==> src/rtl/usr_pkg.sv <==
// Shared definitions for the universal shift register: opcode encoding and default width.
package usr_pkg;

   // Default register width.
   localparam int USR_DEFAULT_WIDTH = 4;

   // Operation codes. "Right" moves data toward bit 0.
   typedef enum logic [2:0] {
      OP_HOLD = 3'b000,  // keep current value
      OP_SHR0 = 3'b001,  // shift right, zero into MSB
      OP_SHL0 = 3'b010,  // shift left, zero into LSB
      OP_ROR  = 3'b011,  // rotate right, LSB wraps to MSB
      OP_ROL  = 3'b100,  // rotate left, MSB wraps to LSB
      OP_SHR1 = 3'b101,  // shift right, one into MSB
      OP_SHL1 = 3'b110,  // shift left, one into LSB
      OP_LOAD = 3'b111   // parallel load
   } usr_op_e;

endpackage : usr_pkg

==> src/rtl/usr_bit_cell.sv <==
// One bit of the universal shift register: an 8:1 next-state mux feeding a single flop.
// Interior cells see the same neighbour on all three "from" inputs of a side; the end cells
// get zero, wrap-around and one sources wired separately at the top level.
module usr_bit_cell
   import usr_pkg::*;
(
   input  logic       clk,
   input  logic       clear,          // synchronous, active-high
   input  logic [2:0] select,
   input  logic       parallel_bit,
   input  logic       from_left_zero, // enters on right shift with zero fill
   input  logic       from_left_rot,  // enters on rotate right
   input  logic       from_left_one,  // enters on right shift with one fill
   input  logic       from_right_zero,// enters on left shift with zero fill
   input  logic       from_right_rot, // enters on rotate left
   input  logic       from_right_one, // enters on left shift with one fill
   output logic       q
);

   logic q_next;

   // Select the next value of this bit from the opcode.
   always_comb begin
      // NOTE: q_next gets a default before the case so no path leaves it unassigned (no latch);
      // an X/Z select matches no item and falls through to hold.
      q_next = q;
      case (select)
         OP_HOLD: q_next = q;
         OP_SHR0: q_next = from_left_zero;
         OP_SHL0: q_next = from_right_zero;
         OP_ROR:  q_next = from_left_rot;
         OP_ROL:  q_next = from_right_rot;
         OP_SHR1: q_next = from_left_one;
         OP_SHL1: q_next = from_right_one;
         OP_LOAD: q_next = parallel_bit;
         default: q_next = q;
      endcase
   end

   // Register the bit; clear wins over any opcode.
   always_ff @(posedge clk) begin
      // NOTE: non-blocking assignment so every cell samples its neighbours' old values on the same edge.
      if (clear) q <= 1'b0;
      else       q <= q_next;
   end

endmodule : usr_bit_cell

==> src/rtl/universal_shift_reg_4bit.sv <==
// Universal shift register: hold, logical shifts, rotates, one-fill shifts and parallel load.
// Built from WIDTH bit cells; data comes straight from the cell flops.
module universal_shift_reg_4bit
   import usr_pkg::*;
#(
   parameter int WIDTH = USR_DEFAULT_WIDTH
) (
   input  logic             clk,
   input  logic             clear,
   input  logic [2:0]       select,
   input  logic [WIDTH-1:0] parallel_in,
   output logic [WIDTH-1:0] data
);

   // Wire each cell to its neighbours; end cells receive fill constants and wrap-around bits.
   for (genvar i = 0; i < WIDTH; i++) begin : g_cell
      logic l_zero, l_rot, l_one;  // source for right shifts (comes from bit i+1)
      logic r_zero, r_rot, r_one;  // source for left shifts (comes from bit i-1)

      if (i == WIDTH - 1) begin : g_msb
         assign l_zero = 1'b0;
         assign l_rot  = data[0];
         assign l_one  = 1'b1;
      end else begin : g_mid_l
         assign l_zero = data[i+1];
         assign l_rot  = data[i+1];
         assign l_one  = data[i+1];
      end

      if (i == 0) begin : g_lsb
         assign r_zero = 1'b0;
         assign r_rot  = data[WIDTH-1];
         assign r_one  = 1'b1;
      end else begin : g_mid_r
         assign r_zero = data[i-1];
         assign r_rot  = data[i-1];
         assign r_one  = data[i-1];
      end

      usr_bit_cell u_cell (
         .clk             (clk),
         .clear           (clear),
         .select          (select),
         .parallel_bit    (parallel_in[i]),
         .from_left_zero  (l_zero),
         .from_left_rot   (l_rot),
         .from_left_one   (l_one),
         .from_right_zero (r_zero),
         .from_right_rot  (r_rot),
         .from_right_one  (r_one),
         .q               (data[i])
      );
   end

endmodule : universal_shift_reg_4bit

==> config.mk <==
export PLATFORM = sky130hd
export DESIGN_NAME = universal_shift_reg_4bit
export DESIGN_NICKNAME = d
export VERILOG_FILES = /design/src/rtl/usr_pkg.sv /design/src/rtl/usr_bit_cell.sv /design/src/rtl/universal_shift_reg_4bit.sv
export SDC_FILE = /design/constraint.sdc
export NUM_CORES = 1
export LEC_CHECK = 0
export CELL_PAD_IN_SITES_DETAIL_PLACEMENT = 0
export CELL_PAD_IN_SITES_GLOBAL_PLACEMENT = 1
export CORE_MARGIN = 2
export CORE_UTILIZATION = 30
export CTS_CLUSTER_DIAMETER = 150
export CTS_CLUSTER_SIZE = 25
export DETAILED_ROUTE_END_ITERATION = 16
export DONT_BUFFER_PORTS = 1
export GPL_ROUTABILITY_DRIVEN = 0
export GPL_TIMING_DRIVEN = 0
export PLACE_DENSITY = 0.53
export SETUP_SLACK_MARGIN = 0.3
export SLEW_MARGIN = 20
export SYNTH_ARGS = -nofsm -noshare
export SYNTH_HDL_FRONTEND = slang
export SYNTH_HIERARCHICAL = 1
export SYNTH_SLANG_ARGS = --single-unit
export TNS_END_PERCENT = 30
==> constraint.sdc <==
create_clock -name clk -period 1.55 [get_ports clk]
set_input_delay 0.31 -clock clk [delete_from_list [all_inputs] [get_ports clk]]
set_output_delay 0.31 -clock clk [all_outputs]
set_load 0.005 [all_outputs]
==> metrics.md, run 1 <==
| Metric | Value |
|---|---|
| Status | `complete, no violations` |
| DRT Pass-1 Iters | `2` |
| Number of global-route vias before repair | `340` |
| Post-CTS sizing | `0` |
| Diode count | `0` |
| Flops & latches, synth | `4` |
| Leakage | `0.2372 nW` |
| Routed WL | `839 µm` |
| Final std cells w/o fill | `62` |
| Slowest cell on crit path | `mux4_1` |
| Die X | `41.10 µm` |
| Row cnt | `13` |
| IO Pins | `13` |
| Synth Cell Area | `412.9 µm²` |
| RSZ-0062 raised after global routing | `false` |
| WP data required | `1.66 ns` |
| Max reg flops | `4` |
| Core Area | `0.001301 mm²` |
| Die height | `41.10 µm` |
| Nets@finish | `58` |
| Power share of the clock group | `0.393` |
| Logic pwr share | `0.226` |
| Layout cells sized above 1 | `0.1489` |
| Net Switching | `0.08451 mW` |
| Worst Path Max Fanout | `8` |
| Via count | `317` |
| Final period utilization | `0.7541` |
| Int Pwr | `0.2528 mW` |
| Number of max-cap violations | `0` |
| Max clock buf depth | `2` |
| IO Port Bufs | `0` |
| DIE AREA | `0.001689 mm²` |
| Final Skew | `0.001960 ns` |
| Switch share | `0.2505` |
| HP Class | `in2reg` |
| Crit path DAT | `1.28 ns` |
| Register bank with the most flops | `g_cell.u_cell/q` |
| Biggest regs | `g_cell.u_cell/q: 4 flops` |
| Worst Setup End Kind | `flop` |
| Top-area cell type share of the netlist area | `0.2545` |
| Crit path largest cell delay | `0.53 ns` |
| Cells after synthesis | `42` |
| Met3 wire length | `101 µm` |
| Synth warnings | `6` |
| H-tree levels | `1` |
| Post-CTS setup buffer count | `0` |
| CTS tree | `yes` |
| Number of CTS-inserted buffers | `3` |
| Synth-to-Final Area Change | `11.82%` |
| Unique masters post-synth | `9` |
| Placed Cells | `59` |
| GR Overflow Total | `0` |
| Clk Latency, worst-skew pair | `0.24 ns` |
| Antenna viol nets, final | `0` |
| DR iter-0 viols | `7` |
| DP HPWL | `625.1 µm` |
| Placement Cell Area | `439.2 µm²` |
| Post-route met1 wirelength | `366 µm` |
| Worst Path Buf+Inv | `0` |
| Crit path depth | `3` |
| Final Instance Area | `461.7 µm²` |
| Hold path cells | `1` |
| Peak VDD IR | `0.2964 mV` |
| Syn_area_per_cell | `9.831 µm²` |
| Largest delay share family, worst path | `multiplexers` |
| Startpoint types | `flop` |
| Clock sinks | `4` |
| Final setup viols | `0` |
| Avg WL per Cell | `13.53 µm` |
| Met2 WL post-DR | `371 µm` |
| Fin. Hold Viols | `0` |
| Initial core utilization | `0.3173` |
| Worst r2r path cells | `3` |
| WS Path Type | `reg2reg` |
| Most frequent cells in the layout | `8 x mux2i_1, 8 x nor2_1` |
| Flop pwr share | `0.381` |
| Max Slew Vio Count | `0` |
| CTS Hold Buffers Added | `0` |
| Power Density | `730.6 mW/mm²` |
| Setup TNS Final | `0 ns` |
| Sequential-to-total area share from yosys stat | `0.1939` |
| Finished Core Util | `0.3548` |
| Drc violations | `0` |
| Yosys top cell by area | `mux4_1` |
| First-pass GRT wire length | `1428 µm` |
| Largest net degree at the start of global routing | `13` |
| Root buffer cell | `clkbuf_4` |
| Fmax | `855.5 MHz` |
| Critical path cell sequence | `mux4_1 > nor2_1 > a311oi_1` |
| Reg clk slew, reported paths | `0.04 ns` |
| Uppermost routed layer | `met3` |
| Ranking of synthesized cells by area | `mux4_1 25%, dfxtp_1 19%, mux2i_1 19%` |
| Tmin final | `1.169 ns` |
| GRT Util Overall | `0.1425` |
| Via density | `5.113` |
| Initial antenna violation count | `0` |
==> synth_stat cells, drive strengths merged <==
master  instances
dfxtp           4
conb            2
nor2            8
buf             4
mux2i           8
a311oi          4
inv             4
a21o            4
mux4            4
==> per-layer routing <==
metal | global-route usage | vias up
met1 | 0.1452 | 142
met3 | 0.1196 | 0
li1 | - | 163
met4 | 0.04839 | 0
met5 | 0 | -
met2 | 0.2148 | 12
==> cell type report <==
type | count | area, µm²
fillers | 140 | 839.6
multi-input cells | 32 | 295.3
flip-flops and latches | 4 | 80.08
plain buffers | 4 | 30.03
clock buffers | 3 | 22.52
well taps | 15 | 18.77
inverters | 4 | 15.01
==> kinds of logic (layout without fill, tap and decap cells) <==
group                  count (synthesis)  count (layout)  synth area share
and+or+nand+nor                        8               8           0.07273
other                                  2               4           0.01819
AOI/OAI and AO/OA                      8               8            0.1576
muxes                                 12              12            0.4485
DFF                                    4               4            0.1939
buffers and inverters                  8              11            0.1091
==> worst paths after layout <==
path	start	endpoint	slack, ns
max	g_cell[2].u_cell/q	g_cell[1].u_cell/q	0.38
min	select[1]	g_cell[2].u_cell/q	0.18
max reg2reg	g_cell[2].u_cell/q	g_cell[1].u_cell/q	0.38
min reg2reg	g_cell[0].u_cell/q	g_cell[1].u_cell/q	0.63
==> power by group through the flow <==
stage,Sequential [mW],Clock (mW),Combinational (mW)
final,0.128,0.133,0.0763
after global routing,0.132,0.152,0.0852
after CTS,0.129,0.138,0.0771
after detailed placement,0.130,0,0.0770
after global placement,0.130,0,0.0748
after floorplan,0.125,0,0.0712
==> metrics by stage <==
step | setup WS, ns | power, mW | hold WS, ns
6_report | 0.3811 | 0.3373 | 0.1799
5_1_grt | 0.3279 | 0.3689 | 0.1667
4_1_cts | 0.3612 | 0.3439 | 0.1768
3_5_place_dp | 0.3709 | 0.2073 | 0.4296
3_3_place_gp | 0.4117 | 0.2046 | 0.4273
2_1_floorplan | 0.4707 | 0.1962 | 0.4225
No activity file was read; power rests on OpenSTA's default activity.
==> inputs of run 2 (changes only) <==
--- a/config.mk
+++ b/config.mk
@@ -15,7 +15,7 @@
 export DONT_BUFFER_PORTS = 1
 export GPL_ROUTABILITY_DRIVEN = 0
 export GPL_TIMING_DRIVEN = 0
-export PLACE_DENSITY = 0.53
+export PLACE_DENSITY = 0.55
 export SETUP_SLACK_MARGIN = 0.3
 export SLEW_MARGIN = 20
 export SYNTH_ARGS = -nofsm -noshare
==> constraint.sdc (replaced) <==
create_clock -name clk -period 1 [get_ports clk]
set_input_delay 0.2 -clock clk [delete_from_list [all_inputs] [get_ports clk]]
set_output_delay 0.2 -clock clk [all_outputs]
set_load 0.005 [all_outputs]
==> metrics.md, run 2 (synthesis results as in run 1) <==
| Metric | Value |
|---|---|
| Drc violations | `0 (unchanged)` |
| Die X | `41.10 µm (unchanged)` |
| Setup TNS Final | `-0.2759 ns (-0.2759 ns)` |
| Largest delay share family, worst path | `multiplexers` |
| Worst Path Max Fanout | `5 (-3)` |
| Row cnt | `13 (unchanged)` |
| H-tree levels | `1 (unchanged)` |
| Synth-to-Final Area Change | `18.48%` |
| Critical path cell sequence | `mux4_2 > nor2_2 > a311oi_1` |
| Final setup viols | `5 (+5)` |
| Peak VDD IR | `0.8227 mV (+180%)` |
| Via count | `321 (+1.3%)` |
| Avg WL per Cell | `12.27 µm (-9.4%)` |
| Final Instance Area | `489.2 µm² (+6.0%)` |
| Final Skew | `0.001565 ns (-0.0003952 ns)` |
| Slowest cell on crit path | `mux4_2` |
| Biggest regs | `g_cell.u_cell/q: 4 flops` |
| Clk Latency, worst-skew pair | `0.23 ns (about the same)` |
| Uppermost routed layer | `met4` |
| First-pass GRT wire length | `1297 µm (-9.2%)` |
| Status | `finished, violations left` |
| WP data required | `1.11 ns (-0.55 ns)` |
| WS Path Type | `reg2reg` |
| GR Overflow Total | `0 (unchanged)` |
| Number of CTS-inserted buffers | `3 (unchanged)` |
| Final period utilization | `1.078 (+0.3239)` |
| Max Slew Vio Count | `0 (unchanged)` |
| Routed WL | `785 µm (-6.4%)` |
| Filler cells | `132 (-5.7%)` |
| Tmin final | `1.078 ns (-0.09088 ns)` |
| Number of max-cap violations | `0 (unchanged)` |
| Overall power | `0.5433 mW (+61%)` |
| Fmax | `927.6 MHz (+8.4%)` |
| Startpoint types | `flop` |
| Leakage | `0.2321 nW (-2.1%)` |
| Clock sinks | `4 (unchanged)` |
| R2r setup slk | `-0.08 ns (-0.46 ns)` |
| Max clock buf depth | `2 (unchanged)` |
| Power Density | `1110 mW/mm² (+52%)` |
| HP Class | `in2reg` |
| Post-route met1 wirelength | `349 µm (-4.6%)` |
| Core Area | `0.001301 mm² (unchanged)` |
| Layout cells sized above 1 | `0.3673 (+0.2184)` |
| Placed Cells | `59 (unchanged)` |
| Largest net degree at the start of global routing | `13 (unchanged)` |
| Worst hold slack | `0.06715 ns (-0.1128 ns)` |
| Reg clk slew, reported paths | `0.04 ns (about the same)` |
| FF-to-FF End | `g_cell[2].u_cell/q` |
| Worst Setup End Kind | `flop` |
| Met3 wire length | `83 µm (-18%)` |
| Reg2reg start | `g_cell[3].u_cell/q` |
| Root buffer cell | `clkbuf_4` |
| Most common cell after layout, fill and taps aside | `mux2i_1` |
| Max reg flops | `4 (unchanged)` |
| Via density | `5.016 (-1.9%)` |
| RSZ-0062 raised after global routing | `true` |
| Failing checks | `negative setup slack` |
| Hold path cells | `1 (unchanged)` |
| Number of global-route vias before repair | `295 (-13%)` |
| Register bank with the most flops | `g_cell.u_cell/q` |
| Crit path largest cell delay | `0.46 ns (-0.07 ns)` |
| Most frequent cells in the layout | `8 x mux2i_1, 7 x nor2_1` |
| Min-Delay Endpoint | `g_cell[3].u_cell/q` |
| DR iter-0 viols | `7 (unchanged)` |
| Hold_sp | `select[1]` |
| Nets@finish | `60 (+3.4%)` |
| GRT Util Overall | `0.1275 (-0.01502)` |
| Initial antenna violation count | `0 (unchanged)` |
| DRT Pass-1 Iters | `4 (+2)` |
| Worst r2r path cells | `3 (unchanged)` |
| Diode count | `0 (unchanged)` |
| DIE AREA | `0.001689 mm² (unchanged)` |
| Antenna viol nets, final | `0 (unchanged)` |
| Final WS setup | `-0.07802 ns (-0.4591 ns)` |
| Final std cells w/o fill | `64 (+3.2%)` |
| Die height | `41.10 µm (unchanged)` |
| CTS tree | `yes` |
| Fin. Hold Viols | `0 (unchanged)` |
| IO Pins | `13 (unchanged)` |
| Placement Cell Area | `429.2 µm² (-2.3%)` |
| Met2 WL post-DR | `347 µm (-6.5%)` |
| CTS Hold Buffers Added | `0 (unchanged)` |
| Crit path DAT | `1.19 ns (-0.09 ns)` |
| IO Port Bufs | `0 (unchanged)` |
| Initial core utilization | `0.3173 (unchanged)` |
| Worst Path Buf+Inv | `0 (unchanged)` |
==> run 2: cell count changes in the layout (fill, tap and decap cells not counted) <==
cell / before / now
buf_6: 0 / 4
dfxtp_1: 4 / 0
mux4_1: 4 / 0
mux4_2: 0 / 4
buf_4: 4 / 2
dfxtp_2: 0 / 2
dfxtp_4: 0 / 2
nor2_1: 8 / 7
nor2_2: 0 / 1
==> run 2: timing repair <==
action | CTS | global route
resized for setup | 4 | 3
setup buffers | 2 | 0
pin swaps | 3 | 2
setup endpoints to repair | 8 | 8
gates cloned | 0 | 0
==> run 2: cell type report <==
class,count,area [µm²],area share
Multi-Input combinational cell,32,282.8,0.5780
Sequential cell,4,90.09,0.1841
Buffer,4,37.54,0.07673
Clock buffer,3,22.52,0.04604
Timing Repair Buffer,2,22.52,0.04604
Tap cell,15,18.77,0.03836
Inverter,4,15.01,0.03069
==> run 2: how the worst max path moves through the flow <==
stage | startpoint | end | slack, ns | cells after the start
final | g_cell[3].u_cell/q | g_cell[2].u_cell/q | -0.08 | 3
after floorplan | g_cell[3].u_cell/q | g_cell[2].u_cell/q | -0.03 | 3
after detailed placement | g_cell[2].u_cell/q | g_cell[1].u_cell/q | -0.07 | 3
after CTS | g_cell[2].u_cell/q | g_cell[1].u_cell/q | -0.09 | 3
after global placement | g_cell[2].u_cell/q | g_cell[1].u_cell/q | -0.07 | 3
after global routing | g_cell[3].u_cell/q | g_cell[2].u_cell/q | -0.12 | 3
==> run 2: metal layers <==
metal | global-route usage | vias up
met3 | 0.09239 | 2
met1 | 0.1373 | 140
li1 | - | 165
met4 | 0.04839 | 0
met2 | 0.1914 | 14
met5 | 0 | -
==> run 2: where the power goes <==
group	switching [mW]	internal (mW)	total, mW	leakage (nW)
Clock	0.0631	0.134	0.197	0.0138
Sequential	0.0213	0.177	0.199	0.0350
Combinational	0.0452	0.102	0.148	0.183
==> run 2: worst reg2reg max path: cells and delay by family (launching register included) <==
kind               cells  cell delay, ns
AOI/OAI and AO/OA      1            0.04
muxes                  1            0.46
DFF                    1            0.35
and+or+nand+nor        1            0.10
==> run 2: stage by stage <==
stage | util | worst slack, ns
after floorplan | - | -0.02760
after global placement | 0.3298 | -0.06701
after detailed placement | 0.3298 | -0.07495
after global routing | 0.3760 | -0.1214
final | 0.3760 | -0.07802
after CTS | 0.3683 | -0.08576
==> inputs of run 3 (changes only) <==
--- a/config.mk
+++ b/config.mk
@@ -7,16 +7,17 @@
 export LEC_CHECK = 0
 export CELL_PAD_IN_SITES_DETAIL_PLACEMENT = 0
 export CELL_PAD_IN_SITES_GLOBAL_PLACEMENT = 1
-export CORE_MARGIN = 2
-export CORE_UTILIZATION = 30
+export CORE_AREA = 2 2 39 41
 export CTS_CLUSTER_DIAMETER = 150
 export CTS_CLUSTER_SIZE = 25
 export DETAILED_ROUTE_END_ITERATION = 16
+export DIE_AREA = 0 0 41 43
 export DONT_BUFFER_PORTS = 1
 export GPL_ROUTABILITY_DRIVEN = 0
 export GPL_TIMING_DRIVEN = 0
-export PLACE_DENSITY = 0.55
+export PLACE_DENSITY = 0.57
 export SETUP_SLACK_MARGIN = 0.3
+export SKIP_CTS_REPAIR_TIMING = 1
 export SLEW_MARGIN = 20
 export SYNTH_ARGS = -nofsm -noshare
 export SYNTH_HDL_FRONTEND = slang
==> metrics.md, run 3 (synthesis results as in run 1) <==
| Metric | Value |
|---|---|
| CTS tree | `yes` |
| Routed WL | `823 µm (+4.8%)` |
| Core Area | `0.001384 mm² (+6.3%)` |
| Met3 wire length | `61 µm (-27%)` |
| Final Skew | `0.0006698 ns (-0.0008953 ns)` |
| Number of max-cap violations | `0 (unchanged)` |
| Via density | `5.143 (+2.5%)` |
| Root buffer cell | `clkbuf_4` |
| Peak VDD IR | `0.6045 mV (-27%)` |
| Initial core utilization | `0.2984 (-0.01894)` |
| Number of global-route vias before repair | `339 (+15%)` |
| Critical path cell sequence | `mux4_2 > nor2_1 > a311oi_1` |
| Reg2reg start | `g_cell[1].u_cell/q` |
| Row cnt | `14 (+1)` |
| FF-to-FF End | `g_cell[0].u_cell/q` |
| Via count | `324 (+0.93%)` |
| Status | `finished, violations left` |
| RSZ-0062 raised after global routing | `true` |
| Final period utilization | `1.093 (+0.01494)` |
| Clock sinks | `4 (unchanged)` |
| DR iter-0 viols | `4 (-3)` |
| DRT Pass-1 Iters | `2 (-2)` |
| R2r setup slk | `-0.09 ns (about the same)` |
| Clk Latency, worst-skew pair | `0.23 ns (about the same)` |
| Initial antenna violation count | `0 (unchanged)` |
| Failing checks | `negative setup slack` |
| Worst r2r path cells | `3 (unchanged)` |
| Reg clk slew, reported paths | `0.04 ns (about the same)` |
| Crit path DAT | `1.20 ns (about the same)` |
| Biggest regs | `g_cell.u_cell/q: 4 flops` |
| Tmin final | `1.093 ns (+0.01494 ns)` |
| Most common cell after layout, fill and taps aside | `mux2i_1` |
| Fin. Hold Viols | `0 (unchanged)` |
| Register bank with the most flops | `g_cell.u_cell/q` |
| Worst hold slack | `0.07585 ns (+0.008693 ns)` |
| IO Port Bufs | `0 (unchanged)` |
| Number of CTS-inserted buffers | `3 (unchanged)` |
| Min-Delay Endpoint | `g_cell[3].u_cell/q` |
| Most frequent cells in the layout | `8 x mux2i_1, 7 x nor2_1` |
| Uppermost routed layer | `met3` |
| First-pass GRT wire length | `1414 µm (+9.0%)` |
| Nets@finish | `58 (-3.3%)` |
| Max clock buf depth | `2 (unchanged)` |
| HP Class | `in2reg` |
| Post-route met1 wirelength | `348 µm (-0.29%)` |
| Power Density | `1135 mW/mm² (+2.2%)` |
| Crit path largest cell delay | `0.47 ns (about the same)` |
| Final WS setup | `-0.09297 ns (-0.01494 ns)` |
| Filler cells | `149 (+13%)` |
| Fmax | `914.9 MHz (-1.4%)` |
| Hold path cells | `1 (unchanged)` |
| Leakage | `0.2172 nW (-6.4%)` |
| Hold_sp | `select[1]` |
| Finished Core Util | `0.3309 (-0.04504)` |
| Startpoint types | `flop` |
| Worst Setup End Kind | `flop` |
| GRT Util Overall | `0.1182 (-0.009335)` |
| DIE AREA | `0.001763 mm² (+4.4%)` |
| Final std cells w/o fill | `63 (-1.6%)` |
| Max Slew Vio Count | `0 (unchanged)` |
| WP data required | `1.10 ns (about the same)` |
| Antenna viol nets, final | `0 (unchanged)` |
| Max reg flops | `4 (unchanged)` |
| Placed Cells | `60 (+1.7%)` |
| Avg WL per Cell | `13.06 µm (+6.5%)` |
| Synth-to-Final Area Change | `10.91%` |
| Met2 WL post-DR | `412 µm (+19%)` |
| H-tree levels | `1 (unchanged)` |
| WS Path Type | `reg2reg` |
| Layout cells sized above 1 | `0.3404 (-0.02692)` |
| Die X | `41 µm (-0.24%)` |
| GR Overflow Total | `0 (unchanged)` |
| Diode count | `0 (unchanged)` |
| Largest net degree at the start of global routing | `13 (unchanged)` |
| IO Pins | `13 (unchanged)` |
| Slowest cell on crit path | `mux4_2` |
| Final setup viols | `4 (-1)` |
| Worst slack at placement | `-0.07573 ns (-0.0007876 ns)` |
| Die height | `43 µm (+4.6%)` |
| Worst Path Max Fanout | `8 (+3)` |
| Drc violations | `0 (unchanged)` |
==> run 3: area by class of cell <==
type | instances | area (µm²) | area share
plain buffers | 4 | 30.03 | 0.06557
clock buffers | 3 | 22.52 | 0.04918
inverters | 4 | 15.01 | 0.03279
multi-input cells | 32 | 282.8 | 0.6175
flip-flops and latches | 4 | 87.58 | 0.1913
well taps | 16 | 20.02 | 0.04372
==> run 3: how the worst max path moves through the flow <==
stage               slack (ns)          startpoint  depth (start not counted)                 end
floorplan                -0.03  g_cell[3].u_cell/q                          3  g_cell[2].u_cell/q
global placement         -0.08  g_cell[2].u_cell/q                          3  g_cell[1].u_cell/q
detailed placement       -0.08  g_cell[2].u_cell/q                          3  g_cell[1].u_cell/q
CTS                      -0.09  g_cell[3].u_cell/q                          3  g_cell[2].u_cell/q
global route             -0.13  g_cell[1].u_cell/q                          3  g_cell[0].u_cell/q
finish                   -0.09  g_cell[1].u_cell/q                          3  g_cell[0].u_cell/q
==> run 3: through the flow <==
stage / power (mW) / instance area, µm² / TNS, ns
finish: 0.5198 / 457.9 / -0.3151
floorplan: 0.3112 / 410.4 / -0.09882
CTS: 0.5317 / 452.9 / -0.3495
detailed placement: 0.3283 / 430.4 / -0.2949
global route: 0.5716 / 457.9 / -0.4831
global placement: 0.3248 / 430.4 / -0.2494
==> run 3: where the power goes <==
group | internal [mW] | switching, mW | leakage, nW
Combinational | 0.0853 | 0.0394 | 0.169
Clock | 0.134 | 0.0596 | 0.0138
Sequential | 0.178 | 0.0236 | 0.0347
Total | 0.397 | 0.123 | 0.217
==> run 3: routing by layer <==
layer  vias to the layer above  track usage
met5                         -            0
met4                         0      0.02000
met2                         9       0.1781
met1                       156       0.1377
li1                        159            -
met3                         0      0.07853
==> run 3: critical path, delay by kind of cell, from the launching register on <==
family	cells	cell delay (ns)
mux	1	0.47
flops	1	0.34
simple gates	1	0.11
compound gates	1	0.05
